$ cat src/rtl/pdm_cic_dec.sv
// pdm_cic_dec: third-order CIC decimator turning a 1-bit PDM stream into signed PCM samples.
// Integrators wrap freely at W bits; the combs cancel the wrap exactly.
module pdm_cic_dec #(
    parameter int DEC_LOG2 = 6,
    parameter int OW       = 16
) (
    input  logic                 clk,
    input  logic                 reset,
    input  logic                 pdm_ena,
    input  logic                 pdm_in,
    output logic signed [OW-1:0] pcm_out,
    output logic                 pcm_valid
);
    localparam int W  = 3*DEC_LOG2 + 2;
    localparam int SH = 3*DEC_LOG2 - (OW-1);
    localparam logic signed [W-1:0] PMAX = W'(2**(OW-1) - 1);
    localparam logic signed [W-1:0] NMIN = ~PMAX;

    logic signed [W-1:0] x, i1, i2, i3, i1_n, i2_n, i3_n;
    logic signed [W-1:0] s0_prev, c1, c1_prev, c2, c2_prev, c3, y;
    logic signed [OW-1:0] pcm_n;
    logic [DEC_LOG2-1:0] cnt;
    logic dec_stb, v1, v2, v3;

    always_comb begin
        x     = pdm_in ? {{(W-1){1'b0}}, 1'b1} : {W{1'b1}};
        i1_n  = i1 + x;
        i2_n  = i2 + i1_n;
        i3_n  = i3 + i2_n;
        y     = c3 >>> SH;
        pcm_n = y > PMAX ? PMAX[OW-1:0] : y < NMIN ? NMIN[OW-1:0] : y[OW-1:0];
    end

    always_ff @(posedge clk or posedge reset) begin
        if (reset) begin
            i1 <= '0;
            i2 <= '0;
            i3 <= '0;
            cnt <= '0;
            dec_stb <= 1'b0;
        end else begin
            dec_stb <= pdm_ena && cnt == '1;
            if (pdm_ena) begin
                i1 <= i1_n;
                i2 <= i2_n;
                i3 <= i3_n;
                cnt <= cnt + 1'b1;
            end
        end
    end

    // Stage 0 is the integrator value itself; only its prev copy is stored.
    always_ff @(posedge clk or posedge reset) begin
        if (reset) begin
            s0_prev <= '0;
            c1 <= '0;
            c1_prev <= '0;
            c2 <= '0;
            c2_prev <= '0;
            c3 <= '0;
            v1 <= 1'b0;
            v2 <= 1'b0;
            v3 <= 1'b0;
            pcm_out <= '0;
            pcm_valid <= 1'b0;
        end else begin
            v1 <= dec_stb;
            v2 <= v1;
            v3 <= v2;
            pcm_valid <= v3;
            if (dec_stb) begin
                c1 <= i3 - s0_prev;
                s0_prev <= i3;
            end
            if (v1) begin
                c2 <= c1 - c1_prev;
                c1_prev <= c1;
            end
            if (v2) begin
                c3 <= c2 - c2_prev;
                c2_prev <= c2;
            end
            if (v3) pcm_out <= pcm_n;
        end
    end
endmodule

$ cat config.mk
export PLATFORM = sky130hd
export DESIGN_NAME = pdm_cic_dec
export DESIGN_NICKNAME = d
export VERILOG_FILES = /design/src/rtl/pdm_cic_dec.sv
export SDC_FILE = /design/constraint.sdc
export NUM_CORES = 1
export LEC_CHECK = 0
export ABC_AREA = 1
export ABC_CLOCK_PERIOD_IN_PS = 7600
export BUFFER_PORTS_ARGS = -buffer_cell sky130_fd_sc_hd__buf_4
export CORE_MARGIN = 3
export CORE_UTILIZATION = 42
export DETAILED_ROUTE_END_ITERATION = 10
export PLACE_DENSITY = 0.59
export SLEW_MARGIN = 20
export SYNTH_ARGS = -nofsm -noshare
export SYNTH_HDL_FRONTEND = slang
export SYNTH_SLANG_ARGS = --single-unit
$ cat constraint.sdc
create_clock -name clk -period 7.6 [get_ports clk]
set_clock_uncertainty 0.05 [all_clocks]
set_input_delay 1.52 -clock clk [delete_from_list [all_inputs] [get_ports clk]]
set_output_delay 1.52 -clock clk [all_outputs]
set_load 0.03 [all_outputs]
==> results by group, run 1 <==
GRT
  – Vias in the first global route: ~11000
  – GRT Residual Overflow: 0
  – Initial antenna violation count: 0
  – Largest net degree at the start of global routing: 85
  – First-pass GRT wire length: approximately 56000 um
  – Total GRT Usage: just under 20%

Critical path
  – Crit. End Element: flip-flop
  – Worst R2R Path Depth: 27
  – Buffers & Inverters on Critical Path: 5
  – WP depth: 28
  – Max incr delay on CP: around 530 ps
  – Critical Path RT: approximately 8000 ps
  – CP Launch Type: primary input
  – Crit path kind: in2reg
  – Arrival time worst endpoint: between 6000 and 7000 ps
  – CP Capture Point: i3[19]
  – Crit-path max FO: 19
  – Crit path launch: pdm_in
  – RR Endpoint: i3[19]
  – Crit-path slowest cell: inv_1
  – Worst r2r src: i1[0]
  – Reg2reg setup slack: between 2000 and 2500 ps
  – Crit path top cell by count: nand2_1
  – Crit path max-delay family: compound AO/OA/AOI/OAI gates

Floorplan
  – DIE HEIGHT: between 150 and 200 um
  – Row Count: 64
  – # IOs: 21
  – Initial core utilization: 43.3%
  – Chip Width: approximately 190 um
  – Die area: approximately 0.034 mm2
  – CORE AREA: ~0.031 mm2

Finish
  – Antenna Diode Count: 0
  – Area Growth Syn to Fin: 9.95%
  – Area of the multi-input gates: 0.00747 mm2
  – Share of cells above drive strength 1: 6.75%
  – Commonest cells after routing, fill and taps aside: 479 x nand2_1, 204 x dfrtp_1, 187 x inv_1, 145 x o21ai_0, 124 x nor2_1
  – FF/Latch Area: between 0.005 and 0.006 mm2
  – Commonest non-fill, non-tap cell in the layout: nand2_1
  – Final nets: 1900
  – Fill cells: 3108

Route
  – Drt first pass iters: 5
  – Initial DRC Count: around 670
  – Vias: 11400
  – Drt via density: between 5 and 6
  – Final WL: between 30000 and 40000 um
  – DRC viols: 0
  – Antenna Violating Nets Remaining: 0
  – Routed length per placed instance: between 10 and 15 um

CTS
  – Clock tree root driver cell: clkbuf_16
  – CTS resizes: 0
  – Post CTS Setup Buffer Count: 0
  – CTS tree: yes
  – CTS sink cnt: just over 200
  – Clock Latency Late Sink: between 500 and 600 ps
  – CTS clk-pin slew, worst paths: roughly 60 ps
  – # H-tree levels: 1
  – CTS Buf Count: 24
  – CTS Buffer Depth: 3
  – Cts hold-fix bufs: 0

Synthesis
  – Synth top area cells: dfrtp_1 38%, nand2_1 13%, ha_1 11%, o21ai_0 5.4%, inv_1 5.2%
  – Syn Nets: roughly 1900
  – Synthesis Warnings: 0
  – Cells after Synth: roughly 1800
  – Synth cell types: 55
  – Mapped cell area: around 0.013 mm2
  – Share of the synthesized area in the top cell type: between 30% and 40%
  – Yosys top cell by area: dfrtp_1
  – Register bit total from synthesis: 204
  – Avg Cell Area, Syn: approximately 7.6 um2
  – Register area share after synthesis: a little under two fifths

Timing
  – Worst-Margin Slew: just over 1000 ps
  – Final slew viol count: 0
  – RSZ-0062 raised after global routing: no
  – Post-Route Setup TNS: 0 ps
  – Final setup vio count: 0
  – Endpoints failing hold: 0
  – Min Clock Period, post-route: 6460 ps
  – Tcrit/Tclk final: 85.0%
  – Maximum clock frequency: 155 MHz
  – Max-slew headroom: ~31%

Placed design
  – Routability cong.: slightly above 0.9
  – Hpwl dp: 24800 um
  – IO Port Bufs: 20

Outcome
  – Status: complete, no violations

Flow run
  – Max-Cap Viols: 0

Min path
  – Hold Crit Class: reg2reg
-- cell families (layout without fill, tap and decap cells) --
logic type               count (synthesis)  count (layout)  share of synthesized area, %
XOR/XNOR                                65              65                          4.28
adder cells (fa/ha/maj)                121             121                          11.5
multiplexers                             1               1                        0.0836
flip-flops                             204             204                          37.9
AND/OR/NAND/NOR                        763             763                          23.8
AO/OA/AOI/OAI                          375             375                          15.7
buffers and inverters                  235             263                          6.67
-- per-stage QoR --
step | area (um2) | setup slack, ps | utilization [%] | cells | hold slack, ps
floorplan | 13500 | 463 | - | 1764 | 302
global placement | 14000 | 774 | 45.0 | 2145 | 412
detailed placement | 14000 | 563 | 45.0 | 2145 | 422
CTS | 14800 | 1130 | 47.7 | 2188 | 437
global route | 14800 | 547 | 47.7 | 2188 | 453
finish | 14800 | 1140 | 47.7 | 2188 | 430
-- synth_stat cells (all sizes together) --
| cell type | count |
|---|---|
| clkbuf | 36 |
| inv | 193 |
| mux2 | 1 |
| a31oi | 31 |
| a22o | 1 |
| a221oi | 1 |
| a21o | 9 |
| nor2 | 127 |
| fa | 5 |
| o211ai | 10 |
| ha | 116 |
| clkinv | 1 |
| a21boi | 1 |
| xnor2 | 25 |
| nor4 | 14 |
| o31ai | 11 |
| xor2 | 40 |
| o221ai | 1 |
| o21ai | 163 |
| o2111ai | 2 |
| buf | 5 |
| a211o | 1 |
| o21a | 2 |
| nand4 | 20 |
| nor3 | 15 |
| a21oi | 115 |
| or2 | 19 |
| and2 | 6 |
| o21bai | 5 |
| dfrtp | 204 |
| a211oi | 5 |
| o311ai | 1 |
| a31o | 1 |
| o22ai | 15 |
| nand2 | 488 |
| nand3 | 72 |
| nand3b | 2 |
-- how the worst min path moves through the flow --
stage               start   endpoint  slack [ps]  depth (start not counted)
detailed placement  i2[0]      i2[0]         420                          2
CTS                 i2[0]      i2[0]         440                          2
finish              i2[0]      i2[0]         430                          2
floorplan              v3  pcm_valid         300                          0
global route        c3[7]      c3[7]         450                          2
global placement    i2[0]      i2[0]         410                          2
-- sequential cells by signal, indices dropped and copies added (netlist names), 6 cells and up --
register / cells
c1: 20
c1_prev: 20
c2: 20
c2_prev: 20
i1: 20
i2: 20
i3: 20
s0_prev: 20
c3: 17
pcm_out: 16
cnt: 6
-- final cells by class --
type | instances | area share (%)
well taps | 396 | 3.35
multi-input cells | 1325 | 50.4
repair buffers | 26 | 1.32
clock inverters | 16 | 1.34
inverters | 194 | 4.97
flip-flops and latches | 204 | 34.5
clock buffers | 27 | 4.13
-- routing by layer --
layer / global-route usage, % / part of all wire (%)
met3: 2.10 / 3.0
met1: 28.3 / 50
met2: 31.9 / 45
met4: 3.87 / 2.0
met5: 0 / 0
-- worst register-to-register path: stages (launching register included) --
cell and delay, ps:
dfrtp_1 470, fa_1 500, nand3_1 120, nand2_1 100
a21oi_2 200, inv_2 50, nand2_1 90, nand2_2 100
a21oi_2 180, o21ai_1 90, xor2_1 190, inv_1 70
ha_1 410, nand2_1 110, nor4_1 430, nand4_1 140
nand3_1 130, xor2_1 100, ha_1 330, inv_1 80
nor3_1 250, nand2_1 100, o311ai_0 490, inv_1 80
nand2_1 100, nand3_1 60, nand2_1 70, nand2_1 40
Power of run 1 is left out: the tool's default activity adds up to more than one toggle a clock period on the data nets, which glitch-free logic cannot reach.
==> inputs of run 2 (changes only) <==
--- a/config.mk
+++ b/config.mk
@@ -11,7 +11,8 @@
 export CORE_MARGIN = 3
 export CORE_UTILIZATION = 42
 export DETAILED_ROUTE_END_ITERATION = 10
-export PLACE_DENSITY = 0.59
+export PLACE_DENSITY_LB_ADDON = 0.08
+export RECOVER_POWER = 50
 export SLEW_MARGIN = 20
 export SYNTH_ARGS = -nofsm -noshare
 export SYNTH_HDL_FRONTEND = slang
==> run 2 against run 1 <==
Fmax is 1.3% lower. Register-to-register slack worse by 130 ps. Critical path depth is 1 lower. Worst hold slack better by 1.1 ps. Sequential cell count stayed put. Via count is 0.69% lower. Setup slack worse by 85 ps. Wire length is 1.7% higher. Design area hardly changed. Non-clock buffer count stayed put. Core utilization hardly changed. The run now ends with max-capacitance violations, max-slew violations left.
==> results by group, run 2 (synthesis results as in run 1) <==
Outcome
  – Status: finished, violations left
  – Failing checks: max-capacitance violations, max-slew violations

Route
  – Initial DRC Count: 800
  – Drt first pass iters: 5
  – Antenna Violating Nets Remaining: 0
  – Drt via density: ~5.2
  – Vias: between 10000 and 15000
  – Routed length per placed instance: 15.1 um
  – DRC viols: 0
  – Final WL: around 33000 um

Floorplan
  – Chip Width: about 190 um
  – Die area: 0.0343 mm2
  – Initial core utilization: between 40% and 50%
  – CORE AREA: a little over 0.03 mm2
  – Row Count: 64
  – # IOs: 21
  – DIE HEIGHT: between 150 and 200 um

Finish
  – Commonest cells after routing, fill and taps aside: 479 x nand2_1, 204 x dfrtp_1, 187 x inv_1, 146 x o21ai_0, 125 x nor2_1
  – Final nets: roughly 1900
  – Commonest non-fill, non-tap cell in the layout: nand2_1
  – Antenna Diode Count: 0
  – Area Growth Syn to Fin: 9.90%
  – Fin cells: roughly 2200
  – Share of cells above drive strength 1: between 6 and 7%

Critical path
  – Arrival time worst endpoint: about 7000 ps
  – Crit path launch: pdm_in
  – Worst R2R Path Depth: 27
  – Crit. End Element: flip-flop
  – Crit-path slowest cell: inv_1
  – Max incr delay on CP: about 530 ps
  – Crit path top cell by count: nand2_1
  – Crit-path max FO: 19
  – Worst r2r src: i1[0]
  – CP Launch Type: primary input
  – Buffers & Inverters on Critical Path: 5
  – Crit path kind: in2reg
  – Reg2reg setup slack: approximately 2300 ps
  – RR Endpoint: i3[19]
  – Crit path max-delay family: simple AND/OR/NAND/NOR gates
  – Critical Path RT: 7970 ps

GRT
  – Total GRT Usage: roughly 20%
  – GRT Residual Overflow: 0
  – Largest net degree at the start of global routing: between 80 and 90
  – First-pass GRT wire length: approximately 56000 um
  – Initial antenna violation count: 0
  – Vias in the first global route: between 10000 and 15000

Timing
  – Worst-Margin Slew: around 4000 ps
  – Endpoints failing hold: 0
  – Max-slew headroom: -170%
  – RSZ-0062 raised after global routing: no
  – Maximum clock frequency: around 150 MHz
  – Final setup vio count: 0
  – Tcrit/Tclk final: about 86%
  – WHS: 431 ps
  – Post-Route Setup TNS: 0 ps
  – Final slew viol count: approximately 320
  – Min Clock Period, post-route: approximately 6500 ps

CTS
  – Cts hold-fix bufs: 0
  – CTS Buf Count: 25
  – CTS tree: yes
  – CTS resizes: 0
  – # H-tree levels: 1
  – Clock Latency Late Sink: 540 ps
  – CTS sink cnt: about 200
  – CTS Buffer Depth: 3
  – Post CTS Setup Buffer Count: 0
  – Clock tree root driver cell: clkbuf_16
  – CTS clk-pin slew, worst paths: ~60 ps

Placed design
  – Routability cong.: just under 0.9
  – Hpwl dp: 24900 um
  – IO Port Bufs: 20
  – Placed Instances: around 2100

Min path
  – Hold Crit Class: reg2reg
  – Hold Startpoint: i2[0]
  – Worst Hold Path EP: i2[0]
  – Hold Path Cell Cnt: 2

Flow run
  – Max-Cap Viols: 5
## run 2: cell types whose count changed in the layout (fill, tap and decap cells not counted), moves of 2 or more
| cell | change |
|---|---|
| buf_4 | -6 |
| bufinv_16 | -2 |
| clkbuf_1 | +4 |
| clkbuf_8 | +7 |
| clkinv_2 | +6 |
| clkinv_4 | -3 |
| clkinvlp_4 | -3 |
| inv_6 | -2 |
## run 2: worst register-to-register path: stages, from the launching register on
cell	delay, ps
dfrtp_1	470
fa_1	510
nand3_1	120
nand2_1	90
a21oi_2	190
inv_2	50
nand2_1	90
nand2_2	90
a21oi_2	180
o21ai_1	90
xor2_1	210
inv_1	70
ha_1	390
nand2_1	100
nor4_1	420
nand4_1	150
nand3_1	130
xor2_1	230
ha_1	200
inv_1	70
nor3_1	230
nand2_1	100
o311ai_0	530
inv_1	90
nand2_1	100
nand3_1	70
nand2_1	140
nand2_1	50
## run 2: stage by stage
step	area (um2)	util [%]	setup WS, ps
after floorplan	13500	-	463
after global placement	14000	45.0	706
after detailed placement	14000	45.0	566
after CTS	14800	47.7	1140
after global routing	14800	47.6	301
final	14800	47.6	1050
## run 2: routing by layer
metal	vias up	track usage, %	routed length (um)
li1	5893	-	-
met1	5189	29.0	16500
met2	179	32.7	15000
met3	36	2.12	1100
met4	0	3.69	576
met5	-	0	0
## run 2: area by class of cell
class / instances / area (um2)
fill: 3145 / 16300
sequential: 204 / 5100
inverter: 194 / 731
timing repair buffer: 26 / 176
multi-input combinational: 1325 / 7460
clock buffer: 34 / 729
clock inverter: 11 / 100
tap: 396 / 495
## run 2: how the worst max path moves through the flow
stage | to | slack [ps] | cells after the start
floorplan | c1[0] | 460 | 1
global placement | i3[19] | 710 | 30
detailed placement | i3[19] | 570 | 29
CTS | i3[19] | 1140 | 27
global route | i3[19] | 300 | 27
finish | i3[19] | 1050 | 27
Power of run 2 is left out for the same reason.
==> inputs of run 3 (changes only) <==
--- a/config.mk
+++ b/config.mk
@@ -6,7 +6,7 @@
 export NUM_CORES = 1
 export LEC_CHECK = 0
 export ABC_AREA = 1
-export ABC_CLOCK_PERIOD_IN_PS = 7600
+export ABC_CLOCK_PERIOD_IN_PS = 6600
 export BUFFER_PORTS_ARGS = -buffer_cell sky130_fd_sc_hd__buf_4
 export CORE_MARGIN = 3
 export CORE_UTILIZATION = 42
==> constraint.sdc (replaced) <==
create_clock -name clk -period 6.6 [get_ports clk]
set_clock_uncertainty 0.05 [all_clocks]
set_input_delay 1.32 -clock clk [delete_from_list [all_inputs] [get_ports clk]]
set_output_delay 1.32 -clock clk [all_outputs]
set_load 0.03 [all_outputs]
==> run 3 against run 2 <==
The run still ends with max-capacitance violations, max-slew violations left. Global-route usage increased by 0.085 points. Final cell count increased by 0.14%. Via count increased by 0.89%. Critical path depth increased by 2. Design area increased by 0.91%. First-iteration DRC count decreased by 23%. Wire length increased by 1.8%. Core utilization increased by 0.43 points. Die area unchanged.
==> results by group, run 3 (synthesis results as in run 1) <==
CTS
  – CTS Buffer Depth: 3
  – CTS tree: yes
  – # H-tree levels: 1
  – CTS clk-pin slew, worst paths: about 60 ps
  – Clock tree root driver cell: clkbuf_16
  – Clock Latency Late Sink: 530 ps
  – CTS Buf Count: 25
  – CTS sink cnt: between 200 and 250
  – Cts hold-fix bufs: 0

Flow run
  – Max-Cap Viols: 6

Timing
  – Maximum clock frequency: roughly 170 MHz
  – Worst-Margin Slew: approximately 2700 ps
  – RSZ-0062 raised after global routing: no
  – Final setup vio count: 0
  – Max-slew headroom: -81.3%
  – Min Clock Period, post-route: 6000 ps
  – Tcrit/Tclk final: between 90% and 100%
  – Endpoints failing hold: 0
  – Final slew viol count: approximately 380
  – Post-Route Setup TNS: 0 ps

GRT
  – Met2 Track Usage GR: 33.7%
  – GRT Residual Overflow: 0
  – First-pass GRT wire length: approximately 56000 um
  – Largest net degree at the start of global routing: ~120
  – Gr busiest metal: met2
  – Met1 Use GR: 28.3%
  – Met3 Resource Use GR: about 2.3%
  – Initial antenna violation count: 0
  – Total GRT Usage: between 20% and 30%
  – Vias in the first global route: 11100

Critical path
  – Crit path top cell by count: nand2_1
  – Arrival time worst endpoint: 6380 ps
  – Critical Path RT: roughly 7000 ps
  – Crit-path max FO: 12
  – RR Endpoint: i3[19]
  – Worst R2R Path Depth: 27
  – Crit path kind: in2reg
  – Crit. End Element: flip-flop
  – Max incr delay on CP: 490 ps
  – Worst r2r src: i1[2]
  – Buffers & Inverters on Critical Path: 6
  – CP Launch Type: primary input
  – Reg2reg setup slack: between 1000 and 1500 ps
  – Crit path max-delay family: compound AO/OA/AOI/OAI gates
  – Crit-path slowest cell: ha_1

Finish
  – Share of cells above drive strength 1: under 10%
  – Final nets: around 1900
  – FF/Latch Area: between 0.005 and 0.006 mm2
  – Commonest cells after routing, fill and taps aside: 479 x nand2_1, 204 x dfrtp_1, 186 x inv_1, 145 x o21ai_0, 125 x nor2_1
  – Area of the multi-input gates: approximately 0.0075 mm2
  – Commonest non-fill, non-tap cell in the layout: nand2_1
  – Antenna Diode Count: 0
  – Fill cells: approximately 3200
  – Fin cells: 2193
  – Area Growth Syn to Fin: 10.9%

Placed design
  – IO Port Bufs: 20
  – Hpwl dp: approximately 25000 um
  – Placed Instances: 2148
  – Routability cong.: between 0.8 and 0.9

Route
  – Drt first pass iters: 7
  – Vias: 11400
  – Drt via density: between 5 and 6
  – Final WL: 33800 um
  – Routed length per placed instance: approximately 15 um
  – Initial DRC Count: 615
  – DRC viols: 0
  – Antenna Violating Nets Remaining: 0

Outcome
  – Status: finished, violations left
  – Failing checks: max-capacitance violations, max-slew violations

Min path
  – Worst Hold Path EP: i2[0]
  – Hold Startpoint: i2[0]
  – Hold Path Cell Cnt: 2
  – Hold Crit Class: reg2reg

Floorplan
  – CORE AREA: approximately 0.031 mm2
  – DIE HEIGHT: 185 um
  – Die area: between 0.03 and 0.04 mm2
  – Initial core utilization: 43.3%
  – # IOs: 21
  – Chip Width: between 150 and 200 um
  – Row Count: 64
## run 3: changes by cell type in the layout (fill, tap and decap cells not counted), sizes merged
cell      delta
clkinv       -4
buf          +2
bufinv       +6
clkbuf       -2
inv          -1
clkinvlp     +2
## run 3: how the worst max path moves through the flow
| stage | cells past startpoint | end | startpoint |
|---|---|---|---|
| 2_1_floorplan | 30 | i3[19] | pdm_in |
| 3_3_place_gp | 31 | i3[19] | pdm_in |
| 3_5_place_dp | 29 | i3[19] | pdm_in |
| 4_1_cts | 29 | i3[19] | pdm_in |
| 5_1_grt | 28 | i3[19] | pdm_in |
| 6_report | 29 | i3[19] | pdm_in |
## run 3: area by class of cell
cell class	instances	share of cell area, %
well taps	396	3.32
repair buffers	29	1.29
clock buffers	31	4.61
flip-flops and latches	204	34.2
clock inverters	14	1.72
multi-input cells	1325	50.0
inverters	194	4.92
## run 3: worst min-delay path, stage by stage, from the launching register on
cell and delay, ps:
dfrtp_1 340, nand2_1 50, nand2_1 50
## run 3: routing by layer
metal | part of all wire (%) | vias up
li1 | - | 5900
met1 | 49 | 5299
met2 | 46 | 162
met3 | 3.2 | 37
met4 | 1.6 | 0
met5 | 0 | -
## run 3: stage by stage
| step | instance area [um2] | util, % | hold WS [ps] | setup slack, ps |
|---|---|---|---|---|
| 2_1_floorplan | 13500 | - | 302 | 821 |
| 3_3_place_gp | 14000 | 45.1 | 412 | 97.0 |
| 3_5_place_dp | 14000 | 45.1 | 417 | -2.50 |
| 4_1_cts | 15000 | 48.2 | 431 | 489 |
| 5_1_grt | 14900 | 48.1 | 465 | 93.2 |
| 6_report | 14900 | 48.1 | 428 | 596 |
## run 3: what timing repair did
action / 4_1_cts / 5_1_grt
gates resized for setup: 0 / 2
setup buffers: 0 / 0
setup endpoints to repair: 0 / 1
Power of run 3 is left out for the same reason.
